### src/rtl/mix_columns_stream.sv
// mix_columns_stream: byte-stream AES MixColumns engine.
// Loads a 16-byte state, mixes one column per cycle, streams it out.
module mix_columns_stream #(
    parameter int BEAT_BYTES = 1
) (
    input  logic                    clk,
    input  logic                    rst,
    input  logic                    in_valid,
    output logic                    in_ready,
    input  logic [8*BEAT_BYTES-1:0] in_data,
    input  logic [1:0]              in_mode,
    output logic                    out_valid,
    input  logic                    out_ready,
    output logic [8*BEAT_BYTES-1:0] out_data,
    output logic                    out_last,
    output logic                    busy
);

    localparam int NBEATS = 16 / BEAT_BYTES;
    localparam int BW = 8 * BEAT_BYTES;
    localparam int CW = (NBEATS > 1) ? $clog2(NBEATS) : 1;
    localparam logic [CW-1:0] LAST = CW'(NBEATS - 1);

    generate
        if (!(BEAT_BYTES == 1 || BEAT_BYTES == 2 || BEAT_BYTES == 4 ||
              BEAT_BYTES == 8 || BEAT_BYTES == 16)) begin : g_bad_beat
            $error("mix_columns_stream: BEAT_BYTES must be 1, 2, 4, 8 or 16");
        end
    endgenerate

    typedef enum logic [1:0] {
        LOAD    = 2'd0,
        COMPUTE = 2'd1,
        DRAIN   = 2'd2
    } state_t;

    state_t         state_q;
    state_t         state_d;
    logic [CW-1:0]  bcnt_q;
    logic [CW-1:0]  dcnt_q;
    logic [CW-1:0]  dnext;
    logic [1:0]     col_q;
    logic [1:0]     mode_q;
    logic [127:0]   st_q;
    logic           ov_q;
    logic           ol_q;
    logic [BW-1:0]  od_q;

    logic           in_fire;
    logic           in_last;
    logic           out_end;
    logic [7:0]     a0, a1, a2, a3;
    logic [7:0]     b0, b1, b2, b3;

    function automatic logic [7:0] xt(input logic [7:0] v);
        return {v[6:0], 1'b0} ^ (v[7] ? 8'h1b : 8'h00);
    endfunction

    function automatic logic [7:0] m3(input logic [7:0] v);
        return xt(v) ^ v;
    endfunction

    function automatic logic [7:0] m9(input logic [7:0] v);
        return xt(xt(xt(v))) ^ v;
    endfunction

    function automatic logic [7:0] mb(input logic [7:0] v);
        return xt(xt(xt(v))) ^ xt(v) ^ v;
    endfunction

    function automatic logic [7:0] md(input logic [7:0] v);
        return xt(xt(xt(v))) ^ xt(xt(v)) ^ v;
    endfunction

    function automatic logic [7:0] me(input logic [7:0] v);
        return xt(xt(xt(v))) ^ xt(xt(v)) ^ xt(v);
    endfunction

    assign in_fire = in_valid && in_ready;
    assign in_last = (bcnt_q == LAST);
    assign out_end = (dcnt_q == LAST);
    assign dnext   = dcnt_q + 1'b1;

    // State register
    always_ff @(posedge clk) begin
        if (rst) begin
            state_q <= LOAD;
        end else begin
            state_q <= state_d;
        end
    end

    // Next-state logic
    always_comb begin
        state_d = state_q;
        unique case (state_q)
            LOAD: begin
                if (in_fire && in_last) begin
                    state_d = COMPUTE;
                end
            end
            COMPUTE: begin
                if (col_q == 2'd3) begin
                    state_d = DRAIN;
                end
            end
            DRAIN: begin
                if (ov_q && out_ready && out_end) begin
                    state_d = LOAD;
                end
            end
            default: state_d = LOAD;
        endcase
    end

    // Handshake and status outputs
    always_comb begin
        in_ready  = (state_q == LOAD);
        busy      = (state_q != LOAD);
        out_valid = ov_q;
        out_data  = od_q;
        out_last  = ol_q;
    end

    // Mix of the column selected by col_q under the latched mode
    always_comb begin
        a0 = st_q[8*int'(col_q) +: 8];
        a1 = st_q[8*(int'(col_q) + 4) +: 8];
        a2 = st_q[8*(int'(col_q) + 8) +: 8];
        a3 = st_q[8*(int'(col_q) + 12) +: 8];
        b0 = a0;
        b1 = a1;
        b2 = a2;
        b3 = a3;
        unique case (mode_q)
            2'b00: begin
                b0 = xt(a0) ^ m3(a1) ^ a2 ^ a3;
                b1 = xt(a1) ^ m3(a2) ^ a3 ^ a0;
                b2 = xt(a2) ^ m3(a3) ^ a0 ^ a1;
                b3 = xt(a3) ^ m3(a0) ^ a1 ^ a2;
            end
            2'b01: begin
                b0 = me(a0) ^ mb(a1) ^ md(a2) ^ m9(a3);
                b1 = me(a1) ^ mb(a2) ^ md(a3) ^ m9(a0);
                b2 = me(a2) ^ mb(a3) ^ md(a0) ^ m9(a1);
                b3 = me(a3) ^ mb(a0) ^ md(a1) ^ m9(a2);
            end
            default: begin
                b0 = a0;
                b1 = a1;
                b2 = a2;
                b3 = a3;
            end
        endcase
    end

    // Datapath: collect beats, mix columns in place, stream through output register
    always_ff @(posedge clk) begin
        if (rst) begin
            bcnt_q <= '0;
            dcnt_q <= '0;
            col_q  <= 2'd0;
            mode_q <= 2'b00;
            st_q   <= '0;
            ov_q   <= 1'b0;
            ol_q   <= 1'b0;
            od_q   <= '0;
        end else begin
            unique case (state_q)
                LOAD: begin
                    if (in_fire) begin
                        st_q[int'(bcnt_q)*BW +: BW] <= in_data;
                        if (bcnt_q == '0) begin
                            mode_q <= in_mode;
                        end
                        bcnt_q <= in_last ? '0 : bcnt_q + 1'b1;
                    end
                end
                COMPUTE: begin
                    st_q[8*int'(col_q) +: 8]        <= b0;
                    st_q[8*(int'(col_q) + 4) +: 8]  <= b1;
                    st_q[8*(int'(col_q) + 8) +: 8]  <= b2;
                    st_q[8*(int'(col_q) + 12) +: 8] <= b3;
                    col_q <= col_q + 2'd1;
                end
                DRAIN: begin
                    if (!ov_q) begin
                        ov_q <= 1'b1;
                        od_q <= st_q[int'(dcnt_q)*BW +: BW];
                        ol_q <= out_end;
                    end else if (out_ready) begin
                        if (out_end) begin
                            ov_q   <= 1'b0;
                            ol_q   <= 1'b0;
                            od_q   <= '0;
                            dcnt_q <= '0;
                        end else begin
                            dcnt_q <= dnext;
                            od_q   <= st_q[int'(dnext)*BW +: BW];
                            ol_q   <= (dnext == LAST);
                        end
                    end
                end
                default: begin
                    ov_q <= 1'b0;
                end
            endcase
        end
    end

endmodule

### config.mk
export PLATFORM = sky130hd
export DESIGN_NAME = mix_columns_stream
export DESIGN_NICKNAME = d
export VERILOG_FILES = /design/src/rtl/mix_columns_stream.sv
export SDC_FILE = /design/constraint.sdc
export NUM_CORES = 1
export LEC_CHECK = 0
export CAP_MARGIN = 10
export CORE_ASPECT_RATIO = 0.6
export CORE_MARGIN = 10
export CORE_UTILIZATION = 27
export DETAILED_ROUTE_END_ITERATION = 16
export GPL_TIMING_DRIVEN = 1
export SKIP_CTS_REPAIR_TIMING = 1
export SLEW_MARGIN = 20
export SYNTH_ARGS = -nofsm -noshare
export SYNTH_HDL_FRONTEND = slang
export SYNTH_SLANG_ARGS = --single-unit
export TNS_END_PERCENT = 30
### constraint.sdc
create_clock -name clk -period 4.4 [get_ports clk]
set_input_delay 0.88 -clock clk [delete_from_list [all_inputs] [get_ports clk]]
set_output_delay 0.88 -clock clk [all_outputs]
set_load 0.02 [all_outputs]
==> flow_summary.ini, run 1 <==
[power]
power.density_nw_per_um2 = 255
power.leakage_nw = 5.51
ir_drop_mv = 0.300

[grt]
grt_max_degree = 78
grt_pass1_wl_um = 102000
grt.total_usage_pct = 23.8
antenna_found_initial = 4
overflow = 0
grt_pass1_vias = 12700

[setup_path]
cp_max_fo = 12
arrival_ps = 4480
crit_type = reg2reg
critPathLaunchType = flop
end_kind = flop
worst_ep_required_time_ps = 4710

[place]
dpl_worst_slack_ps = 284
dp_hpwl_um = 56600
port_buffers = 25
gp_congestion = 1.04
placed_cell_area_um2 = 15100

[timing]
setup_viol = 0
hold_viol = 0
fin_crit_sh_pct = 94.6
rsz0062_at_grt = no
fin_worst_skew_ps = 12.1
worst_slack_ps = 237
worstMarginPinSlew_ps = 1230
fmax_mhz = 240
final_max_slew_viol_count = 0
relSlewSlack_pct = 18.2
tns_ps = 0
post-route-min-period_ps = 4160

[yosys]
synth_edf_count = 0
synth_area_leaders = dfxtp_1, mux4_2, xnor2_1
syn-num-nets = 1505
syn_area_per_cell_um2 = 9.24
yosysUniqueCellTypes = 75
syn_area_um2 = 13600
yosys_most_used_dff = dfxtp_1
seq_area_frac_synth_pct = 22.3
async_flop_share_pct = 0
yosysTopAreaCell = dfxtp_1
netlist.area_leader.share_pct = 22.3
synthCells = 1476
yosysWarningCount = 0
synth_seq_cells = 152

[clocking]
cts-root-buf = clkbuf_16
htreeDepth = 4
clk_pin_slew_worst_paths_ps = 70
cts_max_path_buffers = 2
cts_tree = yes
cts-buffers-inserted = 17
cts_sinks = 152
insertion_delay_ps = 460

[die]
ioPinCount = 26
die-area_um2 = 60200
fp.dieH_um = 194
start_util_pct = 27.5
die_width_um = 310
core-area_um2 = 49700
rows = 63

[finish]
nets = 1534
final_common_cell = nor2_1
multi_input_area_um2 = 10000
register_area_um2 = 3050
fillers = 5150
finalInstanceArea_um2 = 15600
layout_common_cells = nor2_1, dfxtp_1, nand2_1
layout-area-overhead-vs-synth_pct = 14.7
layout-drive-gt1-share_pct = 19.6

[route]
finalWirelength_um = 74000
drt-initial-drc-count = 2635
vias = 14100
wl_per_cell_um = 34.1
vias_per_cell = 6.47
dr.pass1.iters = 6
drc_errors = 0
ant_nets = 0

[flow_run]
drv_cap = 0

[status]
run_status = finished clean

[hold_path]
worstHoldPathType = reg2reg
==> power breakdown <==
part | internal (mW) | switching (mW)
Clock | 0.785 | 0.728
Combinational | 0.379 | 0.691
Sequential | 1.39 | 0.0154
Total | 2.55 | 1.43
==> metrics by stage <==
step | instances | total power [mW] | hold WS [ps] | util, %
finish | 2171 | 3.98 | 495 | 31.5
global route | 2169 | 4.06 | 533 | 31.5
floorplan | 1476 | 2.02 | 463 | -
CTS | 2168 | 3.92 | 501 | 31.5
detailed placement | 2136 | 2.45 | 485 | 30.3
global placement | 2136 | 2.44 | 474 | 30.3
==> area by class of cell <==
type | count | share of cell area [%]
antenna | 3 | 0.0480
clock buffer | 19 | 2.77
clock inverter | 13 | 0.776
inverter | 14 | 0.336
multi-input combinational | 1183 | 64.1
sequential | 152 | 19.5
tap | 650 | 5.20
timing repair buffer | 137 | 7.28
==> state kept, by name, indices dropped and copies added (netlist names) <==
register   flops
bcnt_q         4
col_q          2
dcnt_q         4
mode_q         2
out_data       8
out_last       1
out_valid      1
st_q         128
state_q        2
==> path summary, 6_finish.rpt <==
kind	start	endpoint	slack, ps	cells after the start
setup / recovery	col_q[0]$_SDFFE_PP0P_	st_q[57]$_SDFFE_PP0P_	240	10
hold / removal	out_data[5]$_SDFFE_PP0P_	out_data[5]$_SDFFE_PP0P_	490	2
setup reg to reg	col_q[0]$_SDFFE_PP0P_	st_q[57]$_SDFFE_PP0P_	240	10
hold reg to reg	out_data[5]$_SDFFE_PP0P_	out_data[5]$_SDFFE_PP0P_	490	2
==> logic make-up after synthesis <==
kind of cell	Yosys count	synth area share, %
buffers and inverters	141	4.49
adder cells (fa/ha/maj)	15	1.38
XOR/XNOR	177	16.3
AO/OA/AOI/OAI	402	20.8
multiplexers	136	19.6
flip-flops	152	22.3
AND/OR/NAND/NOR	453	15.0
==> worst max-delay path: stages, from the launching register on <==
cell and delay (ps):
dfxtp_4 570, buf_4 310, mux4_2 640, xnor2_4 430, xor2_1 370, xnor3_1 460
nor2_1 200, a311oi_4 70, buf_4 210, a22oi_1 540, a311oi_1 180
==> metal layers <==
layer  up-vias  share of wire [%]  global-route usage (%)
li1       5668                  -                       -
met1      7055                 43                    34.8
met2      1216                 35                    28.3
met3       106                 19                    14.5
met4         6                1.8                    4.46
met5         -               0.26                    2.41
==> synth_stat cells, types with 26 or more instances <==
| cell type | count |
|---|---|
| a211oi_1 | 30 |
| a21oi_1 | 78 |
| a221oi_1 | 71 |
| a22oi_1 | 26 |
| clkbuf_1 | 85 |
| dfxtp_1 | 152 |
| mux4_2 | 103 |
| nand2_1 | 120 |
| nand3_1 | 29 |
| nor2_1 | 167 |
| nor3_1 | 46 |
| o21ai_0 | 85 |
| xnor2_1 | 91 |
| xnor3_1 | 30 |
| xor2_1 | 33 |
Note: power is estimated with default switching activity, not from simulation.
==> inputs of run 2 (changes only) <==
--- a/config.mk
+++ b/config.mk
@@ -6,11 +6,11 @@
 export NUM_CORES = 1
 export LEC_CHECK = 0
 export CAP_MARGIN = 10
-export CORE_ASPECT_RATIO = 0.6
 export CORE_MARGIN = 10
 export CORE_UTILIZATION = 27
 export DETAILED_ROUTE_END_ITERATION = 16
 export GPL_TIMING_DRIVEN = 1
+export PLACE_DENSITY_LB_ADDON = 0.15
 export SKIP_CTS_REPAIR_TIMING = 1
 export SLEW_MARGIN = 20
 export SYNTH_ARGS = -nofsm -noshare
==> run 2 against run 1 <==
Die area fell by 0.49%. First-iteration DRC count fell by 32%. Sequential power barely moved. Largest power group unchanged. Via count fell by 5.8%. Non-clock buffer count fell by 17. Clock skew rose by 5.5 ps. Combinational power fell by 12%. Fmax fell by 0.47%. Hold slack improved by 1.7 ps. Global-route usage fell by 2.1 points.
==> flow_summary.ini, run 2 (synthesis results as in run 1) <==
[finish]
largest_reg_flops = 128
instances_no_fill = 2173
layout_common_cells = nor2_1, dfxtp_1, nand2_1
final_common_cell = nor2_1
finalInstanceArea_um2 = 15500
regMostFlops = st_q
nets = 1517
layout-drive-gt1-share_pct = 18.8
layout-area-overhead-vs-synth_pct = 13.8

[die]
ioPinCount = 26
die_width_um = 245
start_util_pct = 27.2
die-area_um2 = 59900
rows = 82
core-area_um2 = 50100
fp.dieH_um = 245

[setup_path]
crit_type = reg2reg
setup.worst_path.end = st_q[105]$_SDFFE_PP0P_
crit_chain = buf_4 > mux4_2 > xnor2_4 > xor2_1 > mux2_2 > o31ai_1 > nand3b_1 > a221oi_1 > nor3_1
critPathMaxStageDelay_ps = 680
r2r_slack_ps = 220
worst_ep_required_time_ps = 4700
arrival_ps = 4490
startpoint = col_q[1]$_SDFFE_PP0P_
end_kind = flop
path_buf_inv = 1
reg2reg_depth = 9
critPathLaunchType = flop
cp_num_cells = 9
critPathSlowestCell = mux4_2
r2r_end = st_q[105]$_SDFFE_PP0P_
rr_startpoint = col_q[1]$_SDFFE_PP0P_
crit_family = multiplexers
cp_max_fo = 10

[place]
port_buffers = 25
placed_cell_area_um2 = 14900
dp_hpwl_um = 48900
place_inst = 2141
gp_congestion = 0.922

[route]
drt-initial-drc-count = 1801
vias = 13200
finalWirelength_um = 66400
ant_nets = 0
drc_errors = 0
vias_per_cell = 6.09
wl_per_cell_um = 30.6
dr.pass1.iters = 6

[status]
run_status = finished clean

[clocking]
htreeDepth = 4
cts-buffers-inserted = 17
cts_tree = yes
clk_pin_slew_worst_paths_ps = 70
cts-root-buf = clkbuf_16
cts_sinks = 152
insertion_delay_ps = 460
cts_max_path_buffers = 2

[timing]
setup_viol = 0
worstMarginPinSlew_ps = 1230
rsz0062_at_grt = no
fin_worst_skew_ps = 17.6
fmax_mhz = 239
tns_ps = 0
whs_ps = 496
hold_viol = 0
post-route-min-period_ps = 4180
relSlewSlack_pct = 18.0
fin_crit_sh_pct = 95.1
final_max_slew_viol_count = 0

[grt]
grt_max_degree = 77
grt_pass1_wl_um = 94500
grt.total_usage_pct = 21.7
overflow = 0
grt_pass1_vias = 12400
antenna_found_initial = 4

[power]
power.leakage_nw = 5.42
power.density_nw_per_um2 = 247
fin_total_pwr_mw = 3.84
ir_drop_mv = 0.293

[hold_path]
worstHoldPathType = reg2reg

[flow_run]
drv_cap = 0
## run 2: cell count changes in the layout (fill, tap and decap cells not counted), sizes merged
cell,previous run,this run
buf,113,96
clkinv,9,10
clkinvlp,2,1
diode,3,2
inv,15,13
## run 2: worst min-delay path, stage by stage, from the launching register on
cell	delay [ps]
dfxtp_1	330
mux2i_1	70
nor2_1	70
## run 2: routing by layer
metal	up-vias	GRT usage, %	wire (um)
met5	-	0	10
met4	2	9.88	3330
met3	143	4.52	6660
met2	871	32.4	28600
met1	6592	29.6	27900
li1	5630	-	-
## run 2: final cells by class
class,instances,area [um^2]
Fill cell,5278,34600
Multi-Input combinational cell,1183,10000
Sequential cell,152,3050
Timing Repair Buffer,120,986
Tap cell,672,841
Clock buffer,19,453
Clock inverter,11,101
Inverter,14,52.6
Antenna cell,2,5.00
## run 2: worst min-delay path by stage
stage               depth (start not counted)                      from                        to
finish                                      2  out_data[1]$_SDFFE_PP0P_  out_data[1]$_SDFFE_PP0P_
CTS                                         2     st_q[81]$_SDFFE_PP0P_     st_q[81]$_SDFFE_PP0P_
global placement                            2  out_data[5]$_SDFFE_PP0P_  out_data[5]$_SDFFE_PP0P_
detailed placement                          2  out_data[3]$_SDFFE_PP0P_  out_data[3]$_SDFFE_PP0P_
global route                                2  out_data[1]$_SDFFE_PP0P_  out_data[1]$_SDFFE_PP0P_
floorplan                                   2     st_q[97]$_SDFFE_PP0P_     st_q[97]$_SDFFE_PP0P_
## run 2: where the power goes
part	internal, mW	total, mW	switching (mW)
Clock	0.803	1.49	0.685
Sequential	1.39	1.41	0.0207
Combinational	0.355	0.943	0.588
Total	2.54	3.84	1.29
## run 2: metrics by stage
stage                     worst slack (ps)  util (%)
after floorplan                        932         -
after global placement                 331      29.8
after detailed placement               325      29.8
after CTS                              289      30.9
after global routing                  46.3      31.0
final                                  217      31.0
==> inputs of run 3 (changes only) <==
--- a/config.mk
+++ b/config.mk
@@ -10,7 +10,7 @@
 export CORE_UTILIZATION = 27
 export DETAILED_ROUTE_END_ITERATION = 16
 export GPL_TIMING_DRIVEN = 1
-export PLACE_DENSITY_LB_ADDON = 0.15
+export PLACE_DENSITY = 0.52
 export SKIP_CTS_REPAIR_TIMING = 1
 export SLEW_MARGIN = 20
 export SYNTH_ARGS = -nofsm -noshare
==> run 3 against run 2 <==
Sequential share of layout area shrank 0.10 points. Sequential power barely moved. Power rose by 3.6%. First-iteration DRC count increased by 16%. Via count is 1.8% higher. Die area unchanged. Critical path depth did not move. Register-to-register slack gained 90 ps. Critical path type unchanged. Largest cell class unchanged. Largest power group unchanged.
==> flow_summary.ini, run 3 (synthesis results as in run 1) <==
[setup_path]
r2r_end = st_q[101]$_SDFFE_PP0P_
cp_max_fo = 13
rr_startpoint = col_q[1]$_SDFFE_PP0P_
end_kind = flop
reg2reg_depth = 9
r2r_slack_ps = 300
critPathLaunchType = flop
arrival_ps = 4450
crit_type = reg2reg
worst_ep_required_time_ps = 4760

[grt]
grt_pass1_vias = 12800
grt_max_degree = 73
grt.total_usage_pct = 21.2
grt_pass1_wl_um = 93700
overflow = 0
antenna_found_initial = 2

[status]
run_status = finished clean

[clocking]
cts_max_path_buffers = 2
clk_pin_slew_worst_paths_ps = 70
cts-root-buf = clkbuf_16
insertion_delay_ps = 460
cts_tree = yes
cts_sinks = 152
htreeDepth = 4
cts-buffers-inserted = 17

[timing]
setup_viol = 0
post-route-min-period_ps = 4100
rsz0062_at_grt = no
worst_slack_ps = 303
worstMarginPinSlew_ps = 1170
fmax_mhz = 244
hold_viol = 0
relSlewSlack_pct = 21.9
fin_worst_skew_ps = 15.4
final_max_slew_viol_count = 0
tns_ps = 0
whs_ps = 494
fin_crit_sh_pct = 93.1

[power]
p_seq_share_pct = 35.3
power.density_nw_per_um2 = 255
p_switching_mw = 1.28
p_int_mw = 2.69
fin_total_pwr_mw = 3.98
swShare_pct = 32.3
power.leakage_nw = 5.45
clkPwrFrac_pct = 42.0
pwr-share-comb_pct = 22.7
ir_drop_mv = 0.249

[route]
dr_wl_met3_um = 6950
wl_per_cell_um = 30.1
vias_per_cell = 6.21
finalWirelength_um = 65300
drt-initial-drc-count = 2093
vias = 13500
ant_nets = 0
drc_errors = 0
dr.pass1.iters = 6
route.met2.wl_um = 27600
routed.top_layer = met5
met1_length_um = 26400

[die]
die-area_um2 = 59900
rows = 82
ioPinCount = 26
die_width_um = 245
start_util_pct = 27.2
core-area_um2 = 50100
fp.dieH_um = 245

[finish]
regMostFlops = st_q
nets = 1515
instances_no_fill = 2172
layout-area-overhead-vs-synth_pct = 14.4
utilization_pct = 31.1
largest_reg_flops = 128
final_common_cell = nor2_1
layout_common_cells = nor2_1, dfxtp_1, nand2_1
fillers = 5219
finalInstanceArea_um2 = 15600
layout-drive-gt1-share_pct = 18.9

[place]
dp_hpwl_um = 46900
dpl_worst_slack_ps = 450
port_buffers = 25
placed_cell_area_um2 = 15000
place_inst = 2139
gp_congestion = 0.987

[hold_path]
min_path_cells = 2
min_from = out_data[0]$_SDFFE_PP0P_
holdPathEnd = out_data[0]$_SDFFE_PP0P_
worstHoldPathType = reg2reg

[flow_run]
drv_cap = 0
-- run 3: cell types whose count changed in the layout (fill, tap and decap cells not counted), sizes merged --
cell and delta:
clkbuf -1, bufinv +3, inv +2, diode -1, buf -2, clkinvlp +1
clkinv -3
-- run 3: layout make-up --
| class | instances | area (um^2) | share of cell area (%) |
|---|---|---|---|
| antenna | 1 | 2.50 | 0.0160 |
| clock buffer | 18 | 439 | 2.82 |
| clock inverter | 14 | 195 | 1.25 |
| inverter | 14 | 52.6 | 0.337 |
| multi-input combinational | 1183 | 10000 | 64.3 |
| sequential | 152 | 3050 | 19.6 |
| tap | 672 | 841 | 5.39 |
| timing repair buffer | 118 | 983 | 6.31 |
-- run 3: power by group through the flow --
stage,sequential (mW),combinational (mW),clock (mW)
floorplan,1.43,0.591,0
global placement,1.43,0.874,0
detailed placement,1.43,0.878,0
CTS,1.40,0.882,1.67
global route,1.41,0.943,1.72
finish,1.40,0.903,1.67
-- run 3: layer usage --
metal,up-vias,GRT usage (%)
li1,5620,-
met1,6653,28.1
met2,980,31.0
met3,227,4.59
met4,2,13.0
met5,-,0
-- run 3: critical path, stage by stage, from the launching register on --
cell and delay, ps:
dfxtp_2 650, buf_4 350, mux4_2 690, xnor2_2 380
xnor3_1 430, xnor2_1 370, nor3b_1 260, o31a_1 360
nand2_1 120, a2111oi_2 360
-- run 3: worst max path at each step --
stage          slack [ps]             startpoint                     end  cells after the start
2_1_floorplan         930  col_q[0]$_SDFFE_PP0P_  st_q[101]$_SDFFE_PP0P_                     11
3_3_place_gp          450  col_q[1]$_SDFFE_PP0P_  st_q[101]$_SDFFE_PP0P_                      9
3_5_place_dp          450  col_q[1]$_SDFFE_PP0P_  st_q[101]$_SDFFE_PP0P_                      9
4_1_cts               390  col_q[1]$_SDFFE_PP0P_  st_q[101]$_SDFFE_PP0P_                      9
5_1_grt               180  col_q[1]$_SDFFE_PP0P_  st_q[101]$_SDFFE_PP0P_                      9
6_report              300  col_q[1]$_SDFFE_PP0P_  st_q[101]$_SDFFE_PP0P_                      9
